<file path="config.mk">
export PLATFORM = sky130hd
export DESIGN_NAME = decode_stage_flat
export DESIGN_NICKNAME = d
export VERILOG_FILES = /design/src/rtl/decode_stage_if.sv /design/src/rtl/decode_stage.sv /design/src/flat_wrapper.sv
export SDC_FILE = /design/constraint.sdc
export NUM_CORES = 1
export LEC_CHECK = 0
export ABC_AREA = 1
export BUFFER_PORTS_ARGS = -buffer_cell sky130_fd_sc_hd__buf_2
export CAP_MARGIN = 20
export CELL_PAD_IN_SITES_DETAIL_PLACEMENT = 1
export CELL_PAD_IN_SITES_GLOBAL_PLACEMENT = 1
export CORE_UTILIZATION = 31
export CTS_BUF_LIST = sky130_fd_sc_hd__clkbuf_4 sky130_fd_sc_hd__clkbuf_8 sky130_fd_sc_hd__clkbuf_16
export DETAILED_ROUTE_END_ITERATION = 8
export PLACE_DENSITY_LB_ADDON = 0.1
export REMOVE_ABC_BUFFERS = 1
export SETUP_SLACK_MARGIN = 0.05
export SLEW_MARGIN = 20
export SYNTH_ARGS = -nofsm -noshare
export SYNTH_HDL_FRONTEND = slang
export SYNTH_SLANG_ARGS = --single-unit
export TNS_END_PERCENT = 1
</file>
<file path="constraint.sdc">
create_clock -name clk -period 1.3 [get_ports clk]
set_input_delay 0.13 -clock clk [delete_from_list [all_inputs] [get_ports clk]]
set_output_delay 0.13 -clock clk [all_outputs]
set_load 0.1 [all_outputs]
</file>
<file path="src/rtl/decode_stage_if.sv">
// decode_stage_if: fetch-side and execute-side handshake bundle of the decode stage
// Signals: in_valid/in_ready/in_instr/flush from fetch; out_valid/out_ready, control bundle,
//          out_imm, register indices, out_illegal and ill_cnt towards execute.
// Modports: master = surrounding pipeline (drives fetch side, consumes bundle), slave = decode stage.
interface decode_stage_if #(
    parameter int XLEN      = 16,
    parameter int ILL_CNT_W = 8
);
    logic                 in_valid;
    logic                 in_ready;
    logic [15:0]          in_instr;
    logic                 flush;
    logic                 out_valid;
    logic                 out_ready;
    logic                 out_RegWrite;
    logic                 out_RegDst;
    logic                 out_ALUSrc1;
    logic                 out_ALUSrc2;
    logic                 out_MemWrite;
    logic                 out_MemToReg;
    logic                 out_Regsrc;
    logic [3:0]           out_ALUOp;
    logic [XLEN-1:0]      out_imm;
    logic [2:0]           out_rd;
    logic [2:0]           out_rs1;
    logic [2:0]           out_rs2;
    logic                 out_illegal;
    logic [ILL_CNT_W-1:0] ill_cnt;
    modport master (
        output in_valid, in_instr, flush, out_ready,
        input  in_ready, out_valid, out_RegWrite, out_RegDst, out_ALUSrc1, out_ALUSrc2,
               out_MemWrite, out_MemToReg, out_Regsrc, out_ALUOp, out_imm,
               out_rd, out_rs1, out_rs2, out_illegal, ill_cnt
    );
    modport slave (
        input  in_valid, in_instr, flush, out_ready,
        output in_ready, out_valid, out_RegWrite, out_RegDst, out_ALUSrc1, out_ALUSrc2,
               out_MemWrite, out_MemToReg, out_Regsrc, out_ALUOp, out_imm,
               out_rd, out_rs1, out_rs2, out_illegal, ill_cnt
    );
endinterface

</file>
<file path="src/rtl/decode_stage.sv">
// decode_stage: registered 16-bit instruction decode with load-use stall, flush and illegal counter
// Ports: clk, rst (sync, active-high); io_bus (decode_stage_if.slave) carries the fetch handshake
//        (in_valid/in_ready/in_instr/flush) and the execute handshake (out_valid/out_ready,
//        control bundle, out_imm, out_rd/rs1/rs2, out_illegal, ill_cnt).
module decode_stage #(
    parameter int XLEN      = 16,
    parameter int ILL_CNT_W = 8,
    parameter int HAZARD_EN = 1
) (
    input logic           clk,
    input logic           rst,
    decode_stage_if.slave io_bus
);
    logic [15:0]          w_instr;
    logic [3:0]           w_op;
    logic [2:0]           w_rs1;
    logic [2:0]           w_rs2;
    logic                 w_illegal;
    logic                 w_reads_rs1;
    logic                 w_reads_rs2;
    logic                 w_hazard;
    logic                 w_in_ready;
    logic                 w_accept;
    logic [6:0]           w_ctl;
    logic [3:0]           w_alu_op;
    logic [XLEN-1:0]      w_imm;
    logic [XLEN-1:0]      w_imm6;
    logic [XLEN-1:0]      w_imm7;
    logic [XLEN-1:0]      w_imm9;
    logic                 r_valid;
    logic [6:0]           r_ctl;
    logic [3:0]           r_alu_op;
    logic [XLEN-1:0]      r_imm;
    logic [2:0]           r_rd;
    logic [2:0]           r_rs2;
    logic                 r_illegal;
    logic [ILL_CNT_W-1:0] r_ill_cnt;

    assign w_instr     = io_bus.in_instr;
    assign w_op        = w_instr[15:12];
    assign w_rs1       = w_instr[11:9];
    assign w_rs2       = w_instr[8:6];
    assign w_illegal   = w_op >= 4'hC;
    assign w_imm6      = {{(XLEN-6){w_instr[5]}}, w_instr[5:0]};
    assign w_imm7      = {{(XLEN-7){w_instr[6]}}, w_instr[6:0]};
    assign w_imm9      = {{(XLEN-9){w_instr[8]}}, w_instr[8:0]};
    assign w_reads_rs1 = !w_illegal;
    assign w_reads_rs2 = w_op == 4'h1 || w_op == 4'h2 || w_op == 4'h4 || w_op == 4'h6 || w_op == 4'h7;

    // w_ctl = {RegWrite, RegDst, ALUSrc1, ALUSrc2, MemWrite, MemToReg, Regsrc}
    always_comb begin
        w_ctl    = 7'b0011000;
        w_alu_op = 4'd0;
        w_imm    = '0;
        case (w_op)
            4'h0: begin w_ctl = 7'b1101010; w_imm = w_imm7; end
            4'h1: begin w_ctl = 7'b0001100; w_imm = w_imm7; end
            4'h2: w_ctl = 7'b1100001;
            4'h3: begin w_ctl = 7'b1101001; w_imm = w_imm6; end
            4'h4: begin w_ctl = 7'b1100001; w_alu_op = 4'd2; end
            4'h5: begin w_ctl = 7'b1101001; w_alu_op = 4'd2; w_imm = w_imm7; end
            4'h6: begin w_ctl = 7'b1100001; w_alu_op = 4'd3; end
            4'h7: begin w_ctl = 7'b1100001; w_alu_op = 4'd8; end
            4'h8: begin w_ctl = 7'b1101001; w_alu_op = 4'd4; w_imm = w_imm6; end
            4'h9: begin w_ctl = 7'b1101001; w_alu_op = 4'd5; w_imm = w_imm6; end
            4'hA: begin w_ctl = 7'b0000000; w_alu_op = 4'd6; w_imm = w_imm9; end
            4'hB: begin w_ctl = 7'b0000000; w_alu_op = 4'd7; w_imm = w_imm9; end
            default: w_ctl = 7'b0011000;
        endcase
    end

    // Only a held load (RegWrite & MemToReg) can create a load-use dependency.
    assign w_hazard   = (HAZARD_EN != 0) && r_valid && r_ctl[1] && r_ctl[6] && io_bus.in_valid &&
                        ((w_reads_rs1 && w_rs1 == r_rd) || (w_reads_rs2 && w_rs2 == r_rd));
    assign w_in_ready = !rst && !io_bus.flush && !w_hazard && (!r_valid || io_bus.out_ready);
    assign w_accept   = io_bus.in_valid && w_in_ready;

    always_ff @(posedge clk) begin
        if (rst) begin
            r_valid   <= 1'b0;
            r_ctl     <= 7'b0;
            r_alu_op  <= 4'd0;
            r_imm     <= '0;
            r_rd      <= 3'd0;
            r_rs2     <= 3'd0;
            r_illegal <= 1'b0;
            r_ill_cnt <= '0;
        end else if (io_bus.flush) begin
            r_valid <= 1'b0;
        end else if (w_accept) begin
            r_valid   <= 1'b1;
            r_ctl     <= w_ctl;
            r_alu_op  <= w_alu_op;
            r_imm     <= w_imm;
            r_rd      <= w_rs1;
            r_rs2     <= w_rs2;
            r_illegal <= w_illegal;
            if (w_illegal && r_ill_cnt != '1)
                r_ill_cnt <= r_ill_cnt + ILL_CNT_W'(1);
        end else if (io_bus.out_ready) begin
            r_valid <= 1'b0;
        end
    end

    assign io_bus.in_ready     = w_in_ready;
    assign io_bus.out_valid    = r_valid;
    assign io_bus.out_RegWrite = r_ctl[6];
    assign io_bus.out_RegDst   = r_ctl[5];
    assign io_bus.out_ALUSrc1  = r_ctl[4];
    assign io_bus.out_ALUSrc2  = r_ctl[3];
    assign io_bus.out_MemWrite = r_ctl[2];
    assign io_bus.out_MemToReg = r_ctl[1];
    assign io_bus.out_Regsrc   = r_ctl[0];
    assign io_bus.out_ALUOp    = r_alu_op;
    assign io_bus.out_imm      = r_imm;
    assign io_bus.out_rd       = r_rd;
    assign io_bus.out_rs1      = r_rd;
    assign io_bus.out_rs2      = r_rs2;
    assign io_bus.out_illegal  = r_illegal;
    assign io_bus.ill_cnt      = r_ill_cnt;
endmodule

</file>
<file path="src/flat_wrapper.sv">
// flat-port wrapper written by rule: the top's interface ports become plain ports
module decode_stage_flat 
#(
    parameter int XLEN      = 16,
    parameter int ILL_CNT_W = 8,
    parameter int HAZARD_EN = 1
)
  (clk, rst, io_bus_in_valid, io_bus_in_instr, io_bus_flush, io_bus_out_ready, io_bus_in_ready, io_bus_out_valid, io_bus_out_RegWrite, io_bus_out_RegDst, io_bus_out_ALUSrc1, io_bus_out_ALUSrc2, io_bus_out_MemWrite, io_bus_out_MemToReg, io_bus_out_Regsrc, io_bus_out_ALUOp, io_bus_out_imm, io_bus_out_rd, io_bus_out_rs1, io_bus_out_rs2, io_bus_out_illegal, io_bus_ill_cnt);
  decode_stage_if #(.XLEN(XLEN), .ILL_CNT_W(ILL_CNT_W)) io_bus_i ();
  input logic clk;
  input logic rst;
  input wire logic [$bits(io_bus_i.in_valid)-1:0] io_bus_in_valid;
  input wire logic [$bits(io_bus_i.in_instr)-1:0] io_bus_in_instr;
  input wire logic [$bits(io_bus_i.flush)-1:0] io_bus_flush;
  input wire logic [$bits(io_bus_i.out_ready)-1:0] io_bus_out_ready;
  output wire logic [$bits(io_bus_i.in_ready)-1:0] io_bus_in_ready;
  output wire logic [$bits(io_bus_i.out_valid)-1:0] io_bus_out_valid;
  output wire logic [$bits(io_bus_i.out_RegWrite)-1:0] io_bus_out_RegWrite;
  output wire logic [$bits(io_bus_i.out_RegDst)-1:0] io_bus_out_RegDst;
  output wire logic [$bits(io_bus_i.out_ALUSrc1)-1:0] io_bus_out_ALUSrc1;
  output wire logic [$bits(io_bus_i.out_ALUSrc2)-1:0] io_bus_out_ALUSrc2;
  output wire logic [$bits(io_bus_i.out_MemWrite)-1:0] io_bus_out_MemWrite;
  output wire logic [$bits(io_bus_i.out_MemToReg)-1:0] io_bus_out_MemToReg;
  output wire logic [$bits(io_bus_i.out_Regsrc)-1:0] io_bus_out_Regsrc;
  output wire logic [$bits(io_bus_i.out_ALUOp)-1:0] io_bus_out_ALUOp;
  output wire logic [$bits(io_bus_i.out_imm)-1:0] io_bus_out_imm;
  output wire logic [$bits(io_bus_i.out_rd)-1:0] io_bus_out_rd;
  output wire logic [$bits(io_bus_i.out_rs1)-1:0] io_bus_out_rs1;
  output wire logic [$bits(io_bus_i.out_rs2)-1:0] io_bus_out_rs2;
  output wire logic [$bits(io_bus_i.out_illegal)-1:0] io_bus_out_illegal;
  output wire logic [$bits(io_bus_i.ill_cnt)-1:0] io_bus_ill_cnt;
  assign io_bus_i.in_valid = io_bus_in_valid;
  assign io_bus_i.in_instr = io_bus_in_instr;
  assign io_bus_i.flush = io_bus_flush;
  assign io_bus_i.out_ready = io_bus_out_ready;
  assign io_bus_in_ready = io_bus_i.in_ready;
  assign io_bus_out_valid = io_bus_i.out_valid;
  assign io_bus_out_RegWrite = io_bus_i.out_RegWrite;
  assign io_bus_out_RegDst = io_bus_i.out_RegDst;
  assign io_bus_out_ALUSrc1 = io_bus_i.out_ALUSrc1;
  assign io_bus_out_ALUSrc2 = io_bus_i.out_ALUSrc2;
  assign io_bus_out_MemWrite = io_bus_i.out_MemWrite;
  assign io_bus_out_MemToReg = io_bus_i.out_MemToReg;
  assign io_bus_out_Regsrc = io_bus_i.out_Regsrc;
  assign io_bus_out_ALUOp = io_bus_i.out_ALUOp;
  assign io_bus_out_imm = io_bus_i.out_imm;
  assign io_bus_out_rd = io_bus_i.out_rd;
  assign io_bus_out_rs1 = io_bus_i.out_rs1;
  assign io_bus_out_rs2 = io_bus_i.out_rs2;
  assign io_bus_out_illegal = io_bus_i.out_illegal;
  assign io_bus_ill_cnt = io_bus_i.ill_cnt;
  decode_stage #(.XLEN(XLEN), .ILL_CNT_W(ILL_CNT_W), .HAZARD_EN(HAZARD_EN)) u_core (.clk(clk), .rst(rst), .io_bus(io_bus_i));
endmodule
</file>
======== Word-level counts from Yosys, hierarchy flattened ========
Index checks and enable logic that the tools add are counted.
cells by class
  $add $sub $neg .......................... 1
  $lt $le $gt $ge ......................... 1
  eq/ne operators ......................... 14
  mux-type cells .......................... 5
  bitwise logic cells ..................... 1
  reductions and logical operators ........ 33
operators by type and width
  cell                 number
  $pmux 16 s3          1
  $pmux 7 s5           1
  $pmux 4 s7           1
  $eq 4x3->1 const B   4
  $eq 4x4->1 const B   4
  $logic_and 1x1->1    11
  $add 8x1->8 const B  1
  $eq 4x2->1 const B   2
  $ne 8x8->1 const B   1
  $reduce_or 4->1      2
  $eq 3x3->1           2
  $logic_or 1x1->1     6
  $reduce_or 2->1      3
  $reduce_or 3->1      2
  $logic_not 1->1      5
  $eq 4x1->1 const B   1
  $ge 4x4->1 const B   1
  $logic_not 4->1      1
  $reduce_and 3->1     1
  $mux 1               2
  $reduce_and 2->1     1
  $reduce_bool 2->1    1
  $not 1->1            1
storage, ports and cells
  register bits ........................... 43
  input port bits ......................... 21
  output and inout port bits .............. 47
  word-level logic and storage cells ...... 63

======== Depth between registers and ports, before layout ========
Gate-level depths: netlist of the first run.
  word-level depth ........................ 13
  gate-level depth with buffers ........... 11
  depth with buffers taken out ............ 11

======== Least setup slack after synthesis of the first run ========
No wires, ideal clock.
  path kind ............................... flip-flop to flip-flop
  start point ............................. register u_core.r_rd[1] (netlist: u_core.io_bus.out_rd[1])
  end point ............................... register u_core.r_alu_op[2] (netlist: u_core.io_bus.out_ALUOp[2])
  library setup time ...................... 0.071 ns
  arrival ................................. 2.419 ns
  required time ........................... 1.229 ns
  slack ................................... -1.190 ns
  stages on the path, launching flop included .. 8
  path buffers ............................ 1
  period minus slack after synthesis ...... 2.490 ns
  cells stage by stage .................... dfxtp_1 xnor2_1 nand4_1 nand2_4 a21boi_4 buf_2 nand3_1 a21oi_2
on the way
  word-level cells in the longest chain between the ends .. 9
  elaborated cells on any way between the ends .. 11
  classes of those cells .................. eq/ne (2); reduce/logical (9)
ends and longest elaborated chain
  element                                RTL line            text
  from (decl)                            decode_stage.sv:34  logic [2:0] r_rd;
  from (signal assigned)                 decode_stage.sv:95  r_rd <= w_rs1;
  $eq 3x3->1                             decode_stage.sv:74  ((w_reads_rs1 && w_rs1 == r_rd) || (w_reads_rs2 && w_rs2 == r_rd));
  $logic_and 1x1->1                      decode_stage.sv:74
  $logic_or 1x1->1 (*)                   decode_stage.sv:74
  $logic_and 1x1->1 (*)                  decode_stage.sv:73  assign w_hazard = (HAZARD_EN != 0) && r_valid && r_ctl[1] && r_ctl[6] && io_bus.in_valid &&
  $logic_not 1->1 (*)                    decode_stage.sv:75  assign w_in_ready = !rst && !io_bus.flush && !w_hazard && (!r_valid || io_bus.out_ready);
  $logic_and 1x1->1 (*) (2 in a row)     decode_stage.sv:75
  named net io_bus_in_ready              flat_wrapper.sv:16  output wire logic [$bits(io_bus_i.in_ready)-1:0] io_bus_in_ready;
  $logic_and 1x1->1 (*)                  decode_stage.sv:76  assign w_accept = io_bus.in_valid && w_in_ready;
  $reduce_and 2->1 (no source line) (*)  n/a
  to (signal assigned)                   decode_stage.sv:93  r_alu_op <= w_alu_op;
  to (decl)                              decode_stage.sv:32  logic [3:0] r_alu_op;
The timed path passes the listed nets; every way through them passes the cells marked *.
A chain may end at the register's enable or synchronous reset.

======== Worst setup path after layout of the first run ========
  start point ............................. register u_core.r_rd[0] (netlist: u_core.io_bus.out_rd[0])
  end point ............................... output port io_bus_in_ready
on the way
  word-level cells in the longest chain between the ends .. 7
  elaborated cells on any way between the ends .. 9
  classes of those cells .................. eq/ne (2); reduce/logical (7)
ends and longest elaborated chain
  element                             RTL line
  $eq 3x3->1                          decode_stage.sv:74
  $logic_and 1x1->1                   decode_stage.sv:74
  $logic_or 1x1->1 (*)                decode_stage.sv:74
  $logic_and 1x1->1 (*)               decode_stage.sv:73
  $logic_not 1->1 (*)                 decode_stage.sv:75
  $logic_and 1x1->1 (*) (2 in a row)  decode_stage.sv:75
  to (decl)                           flat_wrapper.sv:16
Mark *: on every way between the ends. The rest lies on a longest branch, timed or not.

==> flow_summary_export.csv, run 1 <==
group,metric,value,unit
outcome,run_status,"complete, but fails checks",
outcome,failed_checks,"setup timing",
yosys,post_synth_and_or_nand_nor_area_fraction,36.18,%
yosys,synth_top_family_by_area,"simple AND/OR/NAND/NOR gates",
global_route,overflow,0,
timing,tightest_slew,493.9,ps
final_layout,synthesis_to_finish_area_growth,63.94,%
routing,detailedRoute.firstIterationViolations,67,
die,dieWidth,82.71,microns
final_layout,mostFrequentLayoutCell,"sky130_fd_sc_hd__nand2_1",
global_route,grt_start_max_net_pins,31,
routing,wirelength,6608,microns
place,buffer_ports.inserted,67,
critical_path,cp_data_required_time,1170,ps
clocking,tritoncts,"yes",
place,final_weighted_congestion_of_routability_driven_global_placement,0.7368,
yosys,yosysUniqueCellTypes,30,
yosys,ys_ff_latch,35,
timing,timing.clock.skew,5.455,ps
power_and_ir_drop,p_sw_share,30.98,%
routing,drc_errors,0,
die,die-height,82.71,microns
power_and_ir_drop,power.clock.fraction,40.1,%
critical_path,timing_worst_setup_path_type,"reg2out",
global_route,grt_first_pass_wirelength,10250,microns
routing,post_drt_via_cell_ratio,4.790,
power_and_ir_drop,power.ir.vdd_worst,0.4208,mV
timing,timing_max_transition_violations_final,0,
timing,holdWs,101.2,ps
yosys,synth_cells,287,
yosys,warnings_synthesis,0,
timing,fmax,597.1,MHz
routing,detail_route.wl_per_cell,14.15,microns
clocking,cts_root_buffer,"sky130_fd_sc_hd__clkbuf_8",
power_and_ir_drop,p_int,0.002096,W
power_and_ir_drop,pwr-share-comb,23.5,%
critical_path,worstSetupEndpointType,"output port",
yosys,synth-compound-area-share,12.45,%
critical_path,worstPathArrival,1540,ps
run,maxCapViolations,0,
min_path,hold_class,"in2reg",
timing,post_layout_minimum_cycle_time,1675,ps
clocking,ctsLongestPathBuffers,2,
critical_path,worst-path-max-fanout,4,
timing,setup_violations,36,
die,rows,29,
clocking,clk_lat_worst_skew,290,ps
clocking,clkSlewWorstSetupHoldPaths,80,ps
final_layout,fillers,796,
die,design.core.area,6314,sq um
yosys,synth_area_per_cell,7.036,sq um
final_layout,mostFrequentLayoutCells,"sky130_fd_sc_hd__nand2_1, sky130_fd_sc_hd__buf_4, sky130_fd_sc_hd__buf_2, sky130_fd_sc_hd__inv_1, sky130_fd_sc_hd__dfxtp_1",
clocking,h-tree-depth,2,
global_route,grt_pass1_vias,2161,
global_route,antenna_found_initial,0,
routing,vias,2237,
yosys,synth_seq_area_share,34.70,%
die,floorplan.die_area,6841,sq um
power_and_ir_drop,power_density_normalized_to_cell_area,917.3,nW/um^2
yosys,yosys.area_share.xor_xnor,1.735,%
power_and_ir_drop,switching_power,0.0009407,W
yosys,synth-adder-area-share,0.6196,%
timing,rsz0062_at_grt,"yes",
clocking,postCtsHoldBufs,0,
die,io_pins,68,
timing,maxSlewHeadroom,67.30,%
final_layout,drive_above_1_share,48.97,%
final_layout,num_antenna_cells,0,
timing,finalCritPeriodShare,128.8,%
timing,finalHoldViolCount,0,
global_route,grt_usage,20.12,%
place,dp_hpwl,4734,microns
power_and_ir_drop,share_of_total_power_in_sequential_cells,36.4,%
routing,ant_nets,0,
clocking,numCtsBuffers,5,
yosys,synth.mux.area_fraction,0,%
final_layout,finish.net_count,411,
die,starting_density_of_the_core,31.99,%
clocking,cts.sink_count,35,
critical_path,crit_path_start_kind,"flop",
routing,detail_route.first_pass.iterations,4,
power_and_ir_drop,power,0.003037,W
yosys,post_synth_instance_area,2019,sq um
power_and_ir_drop,p_leak,1.483,nW
timing,worst_slack,-374.8,ps
critical path: stages (launching register included):
cell and delay, ps:
sky130_fd_sc_hd__dfxtp_2 350, sky130_fd_sc_hd__xnor2_1 230, sky130_fd_sc_hd__nand4_1 180, sky130_fd_sc_hd__nand2_4 120, sky130_fd_sc_hd__a21boi_4 70, sky130_fd_sc_hd__buf_12 130
sky130_fd_sc_hd__buf_12 150
cells in the mapped netlist:
| library cell | count | share of area [%] |
|---|---|---|
| sky130_fd_sc_hd__nor2_1 | 28 | 5.2 |
| sky130_fd_sc_hd__nand2_2 | 9 | 2.8 |
| sky130_fd_sc_hd__o21ai_0 | 6 | 1.5 |
| sky130_fd_sc_hd__dfxtp_1 | 35 | 35 |
| sky130_fd_sc_hd__nand4_1 | 11 | 3.4 |
| sky130_fd_sc_hd__inv_2 | 1 | 0.19 |
| sky130_fd_sc_hd__a21oi_2 | 10 | 4.3 |
| sky130_fd_sc_hd__buf_2 | 3 | 0.74 |
| sky130_fd_sc_hd__a21boi_4 | 1 | 0.93 |
| sky130_fd_sc_hd__ha_1 | 1 | 0.62 |
| sky130_fd_sc_hd__nand3_4 | 1 | 0.87 |
| sky130_fd_sc_hd__clkbuf_1 | 4 | 0.74 |
| sky130_fd_sc_hd__nor3_1 | 2 | 0.50 |
| sky130_fd_sc_hd__a21oi_1 | 17 | 4.2 |
| sky130_fd_sc_hd__nand3_2 | 2 | 0.99 |
| sky130_fd_sc_hd__or2_4 | 1 | 0.43 |
| sky130_fd_sc_hd__buf_6 | 1 | 0.56 |
| sky130_fd_sc_hd__buf_4 | 12 | 4.5 |
| sky130_fd_sc_hd__and2_1 | 1 | 0.31 |
| sky130_fd_sc_hd__nand3_1 | 30 | 7.4 |
| sky130_fd_sc_hd__buf_8 | 1 | 0.74 |
| sky130_fd_sc_hd__o21bai_1 | 4 | 1.5 |
| sky130_fd_sc_hd__nor2_2 | 4 | 1.2 |
| sky130_fd_sc_hd__xnor2_1 | 4 | 1.7 |
| sky130_fd_sc_hd__buf_1 | 1 | 0.19 |
| sky130_fd_sc_hd__or2_2 | 1 | 0.31 |
| sky130_fd_sc_hd__nor2_8 | 1 | 0.99 |
| sky130_fd_sc_hd__nand2_4 | 2 | 1.1 |
| sky130_fd_sc_hd__nand2_1 | 57 | 11 |
| sky130_fd_sc_hd__inv_1 | 36 | 6.7 |
cell families (layout without fill, tap and decap cells):
group	Yosys count	in the layout
xor+xnor	4	4
flops	35	35
compound gates	38	38
simple gates	150	150
fa+ha+maj	1	1
buf+inv	59	162
path summary, 6_finish.rpt:
kind                                                               from                                 endpoint  slack (ps)  cells past startpoint
worst max-delay path               u_core.io_bus.out_rd[0]$_SDFFE_PP0P_                          io_bus_in_ready        -370                      6
worst min-delay path                                io_bus_in_instr[11]     u_core.io_bus.out_rd[2]$_SDFFE_PP0P_         100                      3
worst max register to register     u_core.io_bus.out_rd[0]$_SDFFE_PP0P_    u_core.io_bus.out_rs2[2]$_SDFFE_PP0P_        -320                      9
worst min register to register  u_core.io_bus.out_ALUOp[3]$_SDFFE_PP0P_  u_core.io_bus.out_ALUOp[3]$_SDFFE_PP0P_         460                      2
power groups by stage:
stage          clock (W)  sequential (W)  combinational (W)
5_1_grt          0.00130         0.00111           0.000758
3_3_place_gp           0         0.00113           0.000664
6_report         0.00122         0.00111           0.000715
2_1_floorplan          0         0.00135           0.000173
4_1_cts          0.00125         0.00111           0.000690
3_5_place_dp           0         0.00113           0.000672
cell type report:
| cell class | count | area (sq um) | area share [%] |
|---|---|---|---|
| sequential | 35 | 710.7 | 21.47 |
| tap | 77 | 96.34 | 2.910 |
| multi-input combinational | 193 | 1130 | 34.13 |
| inverter | 37 | 138.9 | 4.195 |
| clock inverter | 3 | 67.56 | 2.041 |
| timing repair buffer | 117 | 1099 | 33.18 |
| clock buffer | 5 | 68.82 | 2.079 |
registers in the layout (all words and copies together) (netlist names):
name and cells:
u_core.io_bus.ill_cnt 8, u_core.io_bus.out_ALUOp 4, u_core.io_bus.out_illegal 1, u_core.io_bus.out_imm 9
u_core.io_bus.out_rd 3, u_core.io_bus.out_rs2 3, u_core.io_bus.out_valid 1, u_core.r_ctl 6
routing by layer:
metal | vias up | share of wire (%) | GRT usage (%) | wire [microns]
li1 | 1109 | - | - | -
met1 | 1080 | 44 | 23.78 | 2879
met2 | 43 | 52 | 36.15 | 3425
met3 | 5 | 3.6 | 4.396 | 240
met4 | 0 | 0.95 | 5.690 | 63
met5 | - | 0 | 0 | 0
repair_timing:
item                       4_1_cts  5_1_grt
hold endpoints to repair         0        0
setup buffers                    4        0
pin swaps                        3        7
cloned                           0        0
gates resized for setup         15       38
setup endpoints to repair       44       42
metrics by stage:
| stage | instance area, sq um | setup TNS, ps | instances | setup WS [ps] | utilization (%) |
|---|---|---|---|---|---|
| global placement | 2982 | -4357 | 455 | -161.9 | 47.23 |
| detailed placement | 2982 | -6120 | 455 | -227.0 | 47.23 |
| floorplan | 1869 | -107280 | 265 | -4635 | - |
| CTS | 3181 | -7654 | 467 | -338.2 | 50.38 |
| finish | 3311 | -8467 | 467 | -374.8 | 52.44 |
| global route | 3311 | -10720 | 467 | -418.9 | 52.44 |
(Power assumes the default switching activity.)
==> run 2: changes to the inputs <==
CORE_UTILIZATION = 35   (was 31)
PLACE_DENSITY = 0.86   (was not set)
PLACE_DENSITY_LB_ADDON = not set   (was 0.1)
SLEW_MARGIN = 5   (was 20)
clock period = 1.8 ns   (was 1.3 ns; I/O delays follow)
==> run 2 against run 1 <==
The flow now finishes without violations. Power down 40%. Clock skew up 2.8 ps. Sequential power down 28%. Global-route usage up 0.089 points. Clock power down 52%. Die area down 11%. Critical path depth down 1. Critical endpoint unchanged. Highest routed layer unchanged. Design area down 22%. Utilization down 6.1 points. Combinational power down 40%.
==> flow_summary_export.csv, run 2 (synthesis results as in run 1) <==
group,metric,value,unit
routing,detail_route.wl_per_cell,14.07,microns
timing,fmax,596.6,MHz
global_route,grt_usage,20.21,%
power_and_ir_drop,p_leak,1.232,nW
clocking,ctsLongestPathBuffers,2,
routing,wirelength,6051,microns
timing,rsz0062_at_grt,"yes",
critical_path,worstSetupEndpointType,"output port",
final_layout,finish.net_count,379,
critical_path,timing.critical_path.cells,"inv_1 > nor2_1 > nor2_8 > a21boi_4 > buf_12",
clocking,tritoncts,"yes",
global_route,gr-usage-met1,24.25,%
place,dp_hpwl,4141,microns
routing,detail_route.first_pass.iterations,6,
final_layout,final-seq-area,705.7,sq um
routing,ant_nets,0,
clocking,cts_root_buffer,"sky130_fd_sc_hd__clkbuf_8",
global_route,global_route.usage.met3,5.294,%
final_layout,fillers,742,
timing,finalCritPeriodShare,93.13,%
die,design.core.area,5540,sq um
timing,timing_max_transition_violations_final,0,
timing,finalHoldViolCount,0,
clocking,clkSlewWorstSetupHoldPaths,70,ps
die,dieWidth,77.96,microns
global_route,grt_start_max_net_pins,34,
run,maxCapViolations,0,
critical_path,reg2reg_slack,140,ps
timing,setup_violations,0,
clocking,postCtsHoldBufs,0,
global_route,grt_first_pass_wirelength,9508,microns
final_layout,layout.cells.non_filler,430,
outcome,run_status,"finished, final reports clean",
min_path,hold_class,"in2reg",
final_layout,largest_reg_flops,9,
routing,detailedRoute.firstIterationViolations,63,
critical_path,worstPathArrival,1500,ps
clocking,cts.sink_count,35,
timing,post_layout_minimum_cycle_time,1676,ps
critical_path,worst-path-max-fanout,3,
die,io_pins,68,
global_route,overflow,0,
critical_path,crit_family,"simple AND/OR/NAND/NOR gates",
final_layout,num_antenna_cells,0,
power_and_ir_drop,power.ir.vdd_worst,0.2438,mV
final_layout,drive_above_1_share,36.31,%
place,dpl_worst_slack,-55.19,ps
global_route,grt_busiest_layer,"met2",
die,die-height,77.96,microns
final_layout,synthesis_to_finish_area_growth,27.26,%
place,final_weighted_congestion_of_routability_driven_global_placement,0.8507,
timing,tightest_slew,497.4,ps
timing,maxSlewHeadroom,67.07,%
global_route,grt_pass1_vias,2000,
global_route,antenna_found_initial,0,
place,buffer_ports.inserted,67,
critical_path,timing.critical_path.slowest_cell_delay,380,ps
clocking,numCtsBuffers,5,
clocking,h-tree-depth,2,
die,rows,27,
final_layout,mostFrequentLayoutCells,"sky130_fd_sc_hd__buf_2, sky130_fd_sc_hd__nand2_1, sky130_fd_sc_hd__inv_1, sky130_fd_sc_hd__dfxtp_1, sky130_fd_sc_hd__nand3_1",
final_layout,multi_input_comb_area,1064,sq um
critical_path,critical-path-slowest-cell,"sky130_fd_sc_hd__dfxtp_1",
critical_path,path_buf_inv,2,
timing,worst_slack,123.7,ps
die,starting_density_of_the_core,36.45,%
routing,post_drt_via_cell_ratio,4.835,
critical_path,crit_path_start_kind,"flop",
place,number_of_cells_in_the_design_after_placement,415,
critical_path,cp_data_required_time,1620,ps
routing,drc_errors,0,
critical_path,timing_worst_setup_path_type,"reg2out",
die,floorplan.die_area,6078,sq um
clocking,clk_lat_worst_skew,290,ps
routing,vias,2079,
power_and_ir_drop,power_density_normalized_to_cell_area,707.8,nW/um^2
final_layout,mostFrequentLayoutCell,"sky130_fd_sc_hd__buf_2",
global_route,grt.met2_usage,34.78,%
timing,timing.clock.skew,8.229,ps
[run 2: changes by cell type in the layout (fill, tap and decap cells not counted), moves of 5 or more]
cell,delta
sky130_fd_sc_hd__nand3_1,+12
sky130_fd_sc_hd__nand3_2,-11
sky130_fd_sc_hd__nand2_2,-5
sky130_fd_sc_hd__nand2_1,+5
sky130_fd_sc_hd__buf_4,-33
sky130_fd_sc_hd__buf_12,-21
sky130_fd_sc_hd__buf_2,+30
[run 2: final timing paths]
path,startpoint,to,cells after the start
min,io_bus_in_instr[9],u_core.io_bus.out_rd[0]$_SDFFE_PP0P_,3
min reg2reg,u_core.io_bus.out_ALUOp[1]$_SDFFE_PP0P_,u_core.io_bus.out_ALUOp[1]$_SDFFE_PP0P_,2
max,u_core.io_bus.out_valid$_SDFFE_PP0P_,io_bus_in_ready,5
max reg2reg,u_core.r_ctl[5]$_SDFFE_PP0P_,u_core.r_ctl[3]$_SDFFE_PP0P_,8
[run 2: metal layers]
layer	vias up	wire length, microns
met1	975	2802
met4	0	104
met3	9	231
met2	50	2913
li1	1045	-
met5	-	0
[run 2: cell type report]
cell class / instances / area share, %
tap: 72 / 3.505
inverter: 37 / 5.404
multi-input combinational: 195 / 41.38
clock inverter: 1 / 0.1947
clock buffer: 7 / 3.262
timing repair buffer: 83 / 18.79
sequential: 35 / 27.46
[run 2: worst min-delay path: stages]
cell,delay [ps]
sky130_fd_sc_hd__buf_2,120
sky130_fd_sc_hd__nand3_1,80
sky130_fd_sc_hd__a21oi_1,50
[run 2: where the power goes]
part           switching, W  total [W]  internal [W]
sequential        0.0000116   0.000800      0.000788
clock              0.000289   0.000591      0.000302
combinational      0.000320   0.000429      0.000109
total              0.000620    0.00182       0.00120
[run 2: repair_timing]
action | CTS | global route
pin swaps | 1 | 2
gates cloned | 1 | 1
setup buffers | 1 | 4
setup endpoints to repair | 28 | 21
endpoints found under the hold margin | 0 | 0
resized for setup | 1 | 5
[run 2: metrics by stage]
stage,hold slack [ps],total power [W],cell area [sq um],setup TNS [ps],util (%)
floorplan,242.4,0.001097,1869,-82200,-
global placement,450.8,0.001220,2405,0,43.41
detailed placement,454.8,0.001227,2405,-292.3,43.41
CTS,180.0,0.001822,2514,0,45.37
global route,180.8,0.001905,2570,0,46.39
finish,177.5,0.001819,2570,0,46.39
